<file path="src/rtl/cnt_share_sched_if.sv">
// rtl/cnt_share_sched_if.sv - request/grant and counter-control bundle for cnt_share_sched
interface cnt_share_sched_if #(
  parameter int CWID = 8,
  parameter int NREQ = 4
);
  logic [NREQ-1:0] req;
  logic [CWID-1:0] len_m1;
  logic            hold;
  logic [NREQ-1:0] gnt;
  logic            cnt_clr;
  logic            cnt_en;
  logic            bit_vld;
  logic            done;
  logic            busy;

  modport master (
    output req, len_m1, hold,
    input  gnt, cnt_clr, cnt_en, bit_vld, done, busy
  );

  modport slave (
    input  req, len_m1, hold,
    output gnt, cnt_clr, cnt_en, bit_vld, done, busy
  );
endinterface

</file>
<file path="src/rtl/cnt_share_sched.sv">
// rtl/cnt_share_sched.sv - shared counter arbiter/window sequencer; CNT_SHARE_SCHED_RR_EN selects round-robin
// Without CNT_SHARE_SCHED_RR_EN the lowest requesting index always wins.
module cnt_share_sched #(
  parameter int CWID = 8,
  parameter int NREQ = 4,
  parameter int WLAT = 2
) (
  input  logic          clk,
  input  logic          rst_n,
  cnt_share_sched_if.slave bus
);
  localparam int IW = (NREQ > 1) ? $clog2(NREQ) : 1;
  localparam int DW = (WLAT > 1) ? $clog2(WLAT) : 1;

  typedef enum logic [2:0] {IDLE, CLEAR, RUN, DRAIN, DONE} state_t;

  state_t          state, state_nx;
  logic [CWID-1:0] pos, len_q;
  logic [DW-1:0]   dcnt;
  logic [NREQ-1:0] gnt_q, win_oh;
  logic [WLAT-1:0] vld_sr;
  logic [IW-1:0]   win_idx;
  logic            win_found;
  logic            cnt_en, cnt_clr;

`ifdef CNT_SHARE_SCHED_RR_EN
  logic [IW-1:0] rr_ptr;

  // Search starts at rr_ptr, which already points one past the previous winner.
  always_comb begin
    int idx;
    idx       = 0;
    win_found = 1'b0;
    win_idx   = '0;
    for (int i = 0; i < NREQ; i++) begin
      idx = (int'(rr_ptr) + i) % NREQ;
      if (!win_found && bus.req[IW'(idx)]) begin
        win_found = 1'b1;
        win_idx   = IW'(idx);
      end
    end
  end
`else
  always_comb begin
    win_found = 1'b0;
    win_idx   = '0;
    for (int i = 0; i < NREQ; i++) begin
      if (!win_found && bus.req[IW'(i)]) begin
        win_found = 1'b1;
        win_idx   = IW'(i);
      end
    end
  end
`endif

  assign win_oh = win_found ? (NREQ'(1) << win_idx) : '0;

  always_ff @(posedge clk or negedge rst_n) begin
    if (!rst_n) state <= IDLE;
    else        state <= state_nx;
  end

  always_comb begin
    state_nx = state;
    cnt_en   = 1'b0;
    cnt_clr  = 1'b0;
    case (state)
      IDLE:  if (win_found) state_nx = CLEAR;
      CLEAR: begin
        cnt_clr  = 1'b1;
        state_nx = RUN;
      end
      RUN: begin
        cnt_en = ~bus.hold;
        if (cnt_en && pos == len_q) state_nx = DRAIN;
      end
      DRAIN: if (dcnt == DW'(WLAT - 1)) state_nx = DONE;
      DONE:  state_nx = IDLE;
      default: state_nx = IDLE;
    endcase
  end

  always_ff @(posedge clk or negedge rst_n) begin
    if (!rst_n) begin
      gnt_q  <= '0;
      len_q  <= '0;
      pos    <= '0;
      dcnt   <= '0;
`ifdef CNT_SHARE_SCHED_RR_EN
      rr_ptr <= '0;
`endif
    end else begin
      case (state)
        IDLE: if (win_found) begin
          gnt_q  <= win_oh;
          len_q  <= bus.len_m1;
          pos    <= '0;
`ifdef CNT_SHARE_SCHED_RR_EN
          rr_ptr <= (win_idx == IW'(NREQ - 1)) ? '0 : win_idx + 1'b1;
`endif
        end
        RUN: begin
          // Hold at len_q on the last beat so pos never wraps for a full-range window.
          if (cnt_en && pos != len_q) pos <= pos + 1'b1;
          dcnt <= '0;
        end
        DRAIN: dcnt <= dcnt + 1'b1;
        DONE:  gnt_q <= '0;
        default: ;
      endcase
    end
  end

  // Valid pipeline tracks the counter/buffer latency; only reset clears it.
  generate
    if (WLAT == 1) begin : g_vld1
      always_ff @(posedge clk or negedge rst_n) begin
        if (!rst_n) vld_sr <= '0;
        else        vld_sr <= cnt_en;
      end
    end else begin : g_vldn
      always_ff @(posedge clk or negedge rst_n) begin
        if (!rst_n) vld_sr <= '0;
        else        vld_sr <= {vld_sr[WLAT-2:0], cnt_en};
      end
    end
  endgenerate

  assign bus.gnt     = gnt_q;
  assign bus.cnt_clr = cnt_clr;
  assign bus.cnt_en  = cnt_en;
  assign bus.bit_vld = vld_sr[WLAT-1];
  assign bus.done    = (state == DONE);
  assign bus.busy    = (state != IDLE);
endmodule

</file>
<file path="src/flat_wrapper.sv">
// flat-port wrapper written by rule: the top's interface ports become plain ports
module cnt_share_sched_flat 
#(
  parameter int CWID = 8,
  parameter int NREQ = 4,
  parameter int WLAT = 2
)
  (clk, rst_n, bus_req, bus_len_m1, bus_hold, bus_gnt, bus_cnt_clr, bus_cnt_en, bus_bit_vld, bus_done, bus_busy);
  cnt_share_sched_if #(.CWID(CWID), .NREQ(NREQ)) bus_i ();
  input  logic clk;
  input  logic rst_n;
  input wire logic [$bits(bus_i.req)-1:0] bus_req;
  input wire logic [$bits(bus_i.len_m1)-1:0] bus_len_m1;
  input wire logic [$bits(bus_i.hold)-1:0] bus_hold;
  output wire logic [$bits(bus_i.gnt)-1:0] bus_gnt;
  output wire logic [$bits(bus_i.cnt_clr)-1:0] bus_cnt_clr;
  output wire logic [$bits(bus_i.cnt_en)-1:0] bus_cnt_en;
  output wire logic [$bits(bus_i.bit_vld)-1:0] bus_bit_vld;
  output wire logic [$bits(bus_i.done)-1:0] bus_done;
  output wire logic [$bits(bus_i.busy)-1:0] bus_busy;
  assign bus_i.req = bus_req;
  assign bus_i.len_m1 = bus_len_m1;
  assign bus_i.hold = bus_hold;
  assign bus_gnt = bus_i.gnt;
  assign bus_cnt_clr = bus_i.cnt_clr;
  assign bus_cnt_en = bus_i.cnt_en;
  assign bus_bit_vld = bus_i.bit_vld;
  assign bus_done = bus_i.done;
  assign bus_busy = bus_i.busy;
  cnt_share_sched #(.CWID(CWID), .NREQ(NREQ), .WLAT(WLAT)) u_core (.clk(clk), .rst_n(rst_n), .bus(bus_i));
endmodule
</file>
<file path="config.mk">
export PLATFORM = sky130hd
export DESIGN_NAME = cnt_share_sched_flat
export DESIGN_NICKNAME = d
export VERILOG_FILES = /design/src/rtl/cnt_share_sched_if.sv /design/src/rtl/cnt_share_sched.sv /design/src/flat_wrapper.sv
export SDC_FILE = /design/constraint.sdc
export NUM_CORES = 1
export LEC_CHECK = 0
export BUFFER_PORTS_ARGS = -buffer_cell sky130_fd_sc_hd__buf_2
export CORE_ASPECT_RATIO = 0.5
export CORE_MARGIN = 4
export CORE_UTILIZATION = 45
export DETAILED_ROUTE_END_ITERATION = 6
export PLACE_DENSITY_LB_ADDON = 0.25
export RECOVER_POWER = 50
export SYNTH_ARGS = -nofsm -noshare
export SYNTH_HDL_FRONTEND = slang
export SYNTH_SLANG_ARGS = --single-unit
</file>
<file path="constraint.sdc">
create_clock -name clk -period 4.98 [get_ports clk]
set_clock_uncertainty 0.1 [all_clocks]
set_input_delay 0.249 -clock clk [delete_from_list [all_inputs] [get_ports clk]]
set_output_delay 0.249 -clock clk [all_outputs]
set_load 0.05 [all_outputs]
</file>
==> flow_summary.toml <==
[run_status]
outcome = "finished clean"

[detailed_routing]
first_pass_iters = 4
vias = 861
drtIter0Drc = 53
drc = 0
vias_per_cell = 5.19
wire_per_inst_um = 12.7
ant_nets = 0
finalWirelength_mm = 2.11

[clock_network]
htreeDepth = 1
cts_made_buffers = 3
tritoncts = "built"
cts.sinks = 24
clockBufferDepth = 2
post_cts_buffers = 0
clk_latency_ns = 0.26
root_buffer = "clkbuf_8"
cts.clk_slew.worst_paths_ns = 0.08

[finish]
final_cell_mix = "dfrtp_1 (24), buf_2 (18), nand2_1 (16)"
final_common_cell = "dfrtp_1"
final_core_util = 0.543
n_fill_cell = 245
area_growth_syn_to_layout_pct = 13.0
stdcell_count = 166
layout.nets = 146
insertedDiodeCount = 0
layout-drive-gt1-share = 0.318

[sta]
hold_viol = 0
tns_ns = 0
fmax_ghz = 0.505
fin_hold_ws_ns = 0.107
slew_headroom = 0.148
period_share = 0.398
finalCriticalPeriod_ns = 1.98
worst_slew_pin_slew_ns = 1.28
slew_violations = 0
setup_viol = 0
rsz0062_at_grt = "no"

[placement]
port_buffers = 19
dp_cells = 161
gp_congestion = 0.726
dp_hpwl_mm = 1.56

[floorplan]
die_area_um2 = 3800
chipWidth_um = 83.3
die_h_um = 45.6
start_util = 0.481
rows = 13
core-area_um2 = 2650
num_io_pins = 24

[yosys]
postSynthAreaPerCell_um2 = 11.6
synth-simple-area-share = 0.202
synthMuxAreaShare = 0.133
yosys_warnings = 0
synth.yosys.seq_area_share = 0.471
synth_xor_area_frac = 0.0550
synth-compound-area-share = 0.0824
synthAdderAreaFrac = 0.00981
async_reset_ff_frac = 1.00
synthCells = 110
synth_cell_type_count = 34
syn-cell-area_um2 = 1270
synth_top_family_by_area = "simple AND/OR/NAND/NOR gates"
ys_ff_latch = 24
ys.flop_type = "dfrtp_1"
synth_edf_count = 0

[setup_path]
crit_path_end_kind = "output port"
worstPathArrival_ns = 1.63
cp.required_ns = 4.63
start_kind = "flop"
worstSetupPathType = "flop to output port"
cp_max_fo = 9

[global_route]
track_usage = 0.127
grt_max_degree = 25
antenna_found_initial = 0
grt_pass1_wl_mm = 3.73
overflow = 0
grt_pass1_vias = 834

[pwr]
power_uw = 827
leakage_nw = 0.668
power_density_nw_per_um2 = 574
ir_worst_vdd_mv = 0.184

[flow_run]
drv_cap = 0

[hold_path]
min_path_type = "primary input to flop"
-- kinds of logic (layout without fill, tap and decap cells) --
group                      count (synthesis)  count (layout)
and+or+nand+nor                           38              38
DFF                                       24              24
muxes                                     16              16
AOI/OAI and AO/OA                         13              13
buffers and inverters                      9              27
xor gates and xnor gates                   8               8
adders and majority gates                  1               1
other                                      1               2
-- worst paths after layout --
kind                                                   from                     endpoint  slack, ns  depth (start not counted)
worst max-delay path            u_core.state[0]$_DFFE_PN0P_                   bus_cnt_en       3.00                          2
worst min-delay path                          bus_len_m1[4]  u_core.len_q[4]$_DFFE_PN0P_       0.11                          2
worst max register to register  u_core.state[0]$_DFFE_PN0P_    u_core.pos[7]$_DFFE_PN0P_       3.13                          4
worst min register to register   u_core.vld_sr[0]$_DFF_PN0_   u_core.vld_sr[1]$_DFF_PN0_       0.26                          0
max in group asynchronous                             rst_n  u_core.len_q[5]$_DFFE_PN0P_       3.35                          2
min in group asynchronous                             rst_n   u_core.vld_sr[1]$_DFF_PN0_       0.68                          2
-- synth_stat cells, drive strengths merged (2+ instances only) --
cell type | instances | area (um^2)
mux2 | 8 | 90.1
xor2 | 8 | 70.1
mux2i | 8 | 80.1
a21oi | 3 | 15.0
a211oi | 3 | 37.5
o21ai | 3 | 18.8
nand2b | 4 | 25.0
buf | 5 | 38.8
nand2 | 16 | 60.1
dfrtp | 24 | 601
inv | 3 | 11.3
nor2 | 2 | 7.51
nor4 | 3 | 48.8
nor3 | 3 | 26.3
nand4 | 4 | 31.3
-- registers in the layout, indices dropped and copies added (netlist names) --
| register | count |
|---|---|
| u_core.dcnt | 1 |
| u_core.pos | 8 |
| u_core.vld_sr | 2 |
| u_core.len_q | 8 |
| u_core.bus.gnt | 2 |
| u_core.state | 3 |
-- layer usage --
metal / GRT usage / up-vias / wire length, um
met3: 0.0487 / 2 / 132
met4: 0.0391 / 0 / 8
met2: 0.212 / 24 / 973
li1: - / 421 / -
met1: 0.156 / 414 / 998
met5: 0 / - / 0
-- final cells by class --
type | count | area [um^2] | area share
Clock buffer | 4 | 55.1 | 0.0382
Sequential cell | 24 | 601 | 0.417
Multi-Input combinational cell | 78 | 623 | 0.433
Tap cell | 37 | 46.3 | 0.0321
Timing Repair Buffer | 20 | 104 | 0.0721
Inverter | 3 | 11.3 | 0.00782
-- critical path, cell delays in order (launching register included) --
cell	delay, ns
dfrtp_1	0.51
nor4b_4	0.51
buf_2	0.35
-- through the flow --
| step | cell area (um^2) | setup slack [ns] |
|---|---|---|
| finish | 1440 | 3.00 |
| global route | 1440 | 2.89 |
| CTS | 1440 | 2.97 |
| detailed placement | 1380 | 3.13 |
| global placement | 1380 | 3.13 |
| floorplan | 1280 | 2.86 |
-- what timing repair did --
item / 4_1_cts / 5_1_grt
hold buffers: 1 / 0
hold endpoints to repair: 24 / 0
gates resized for setup: 0 / 0
-- where the power goes --
| part | switching [mW] | internal (mW) | total, mW |
|---|---|---|---|
| clock | 0.0613 | 0.0706 | 0.132 |
| combinational | 0.213 | 0.138 | 0.351 |
| sequential | 0.0759 | 0.268 | 0.344 |
| total | 0.351 | 0.477 | 0.827 |
(Power assumes the default switching activity.)
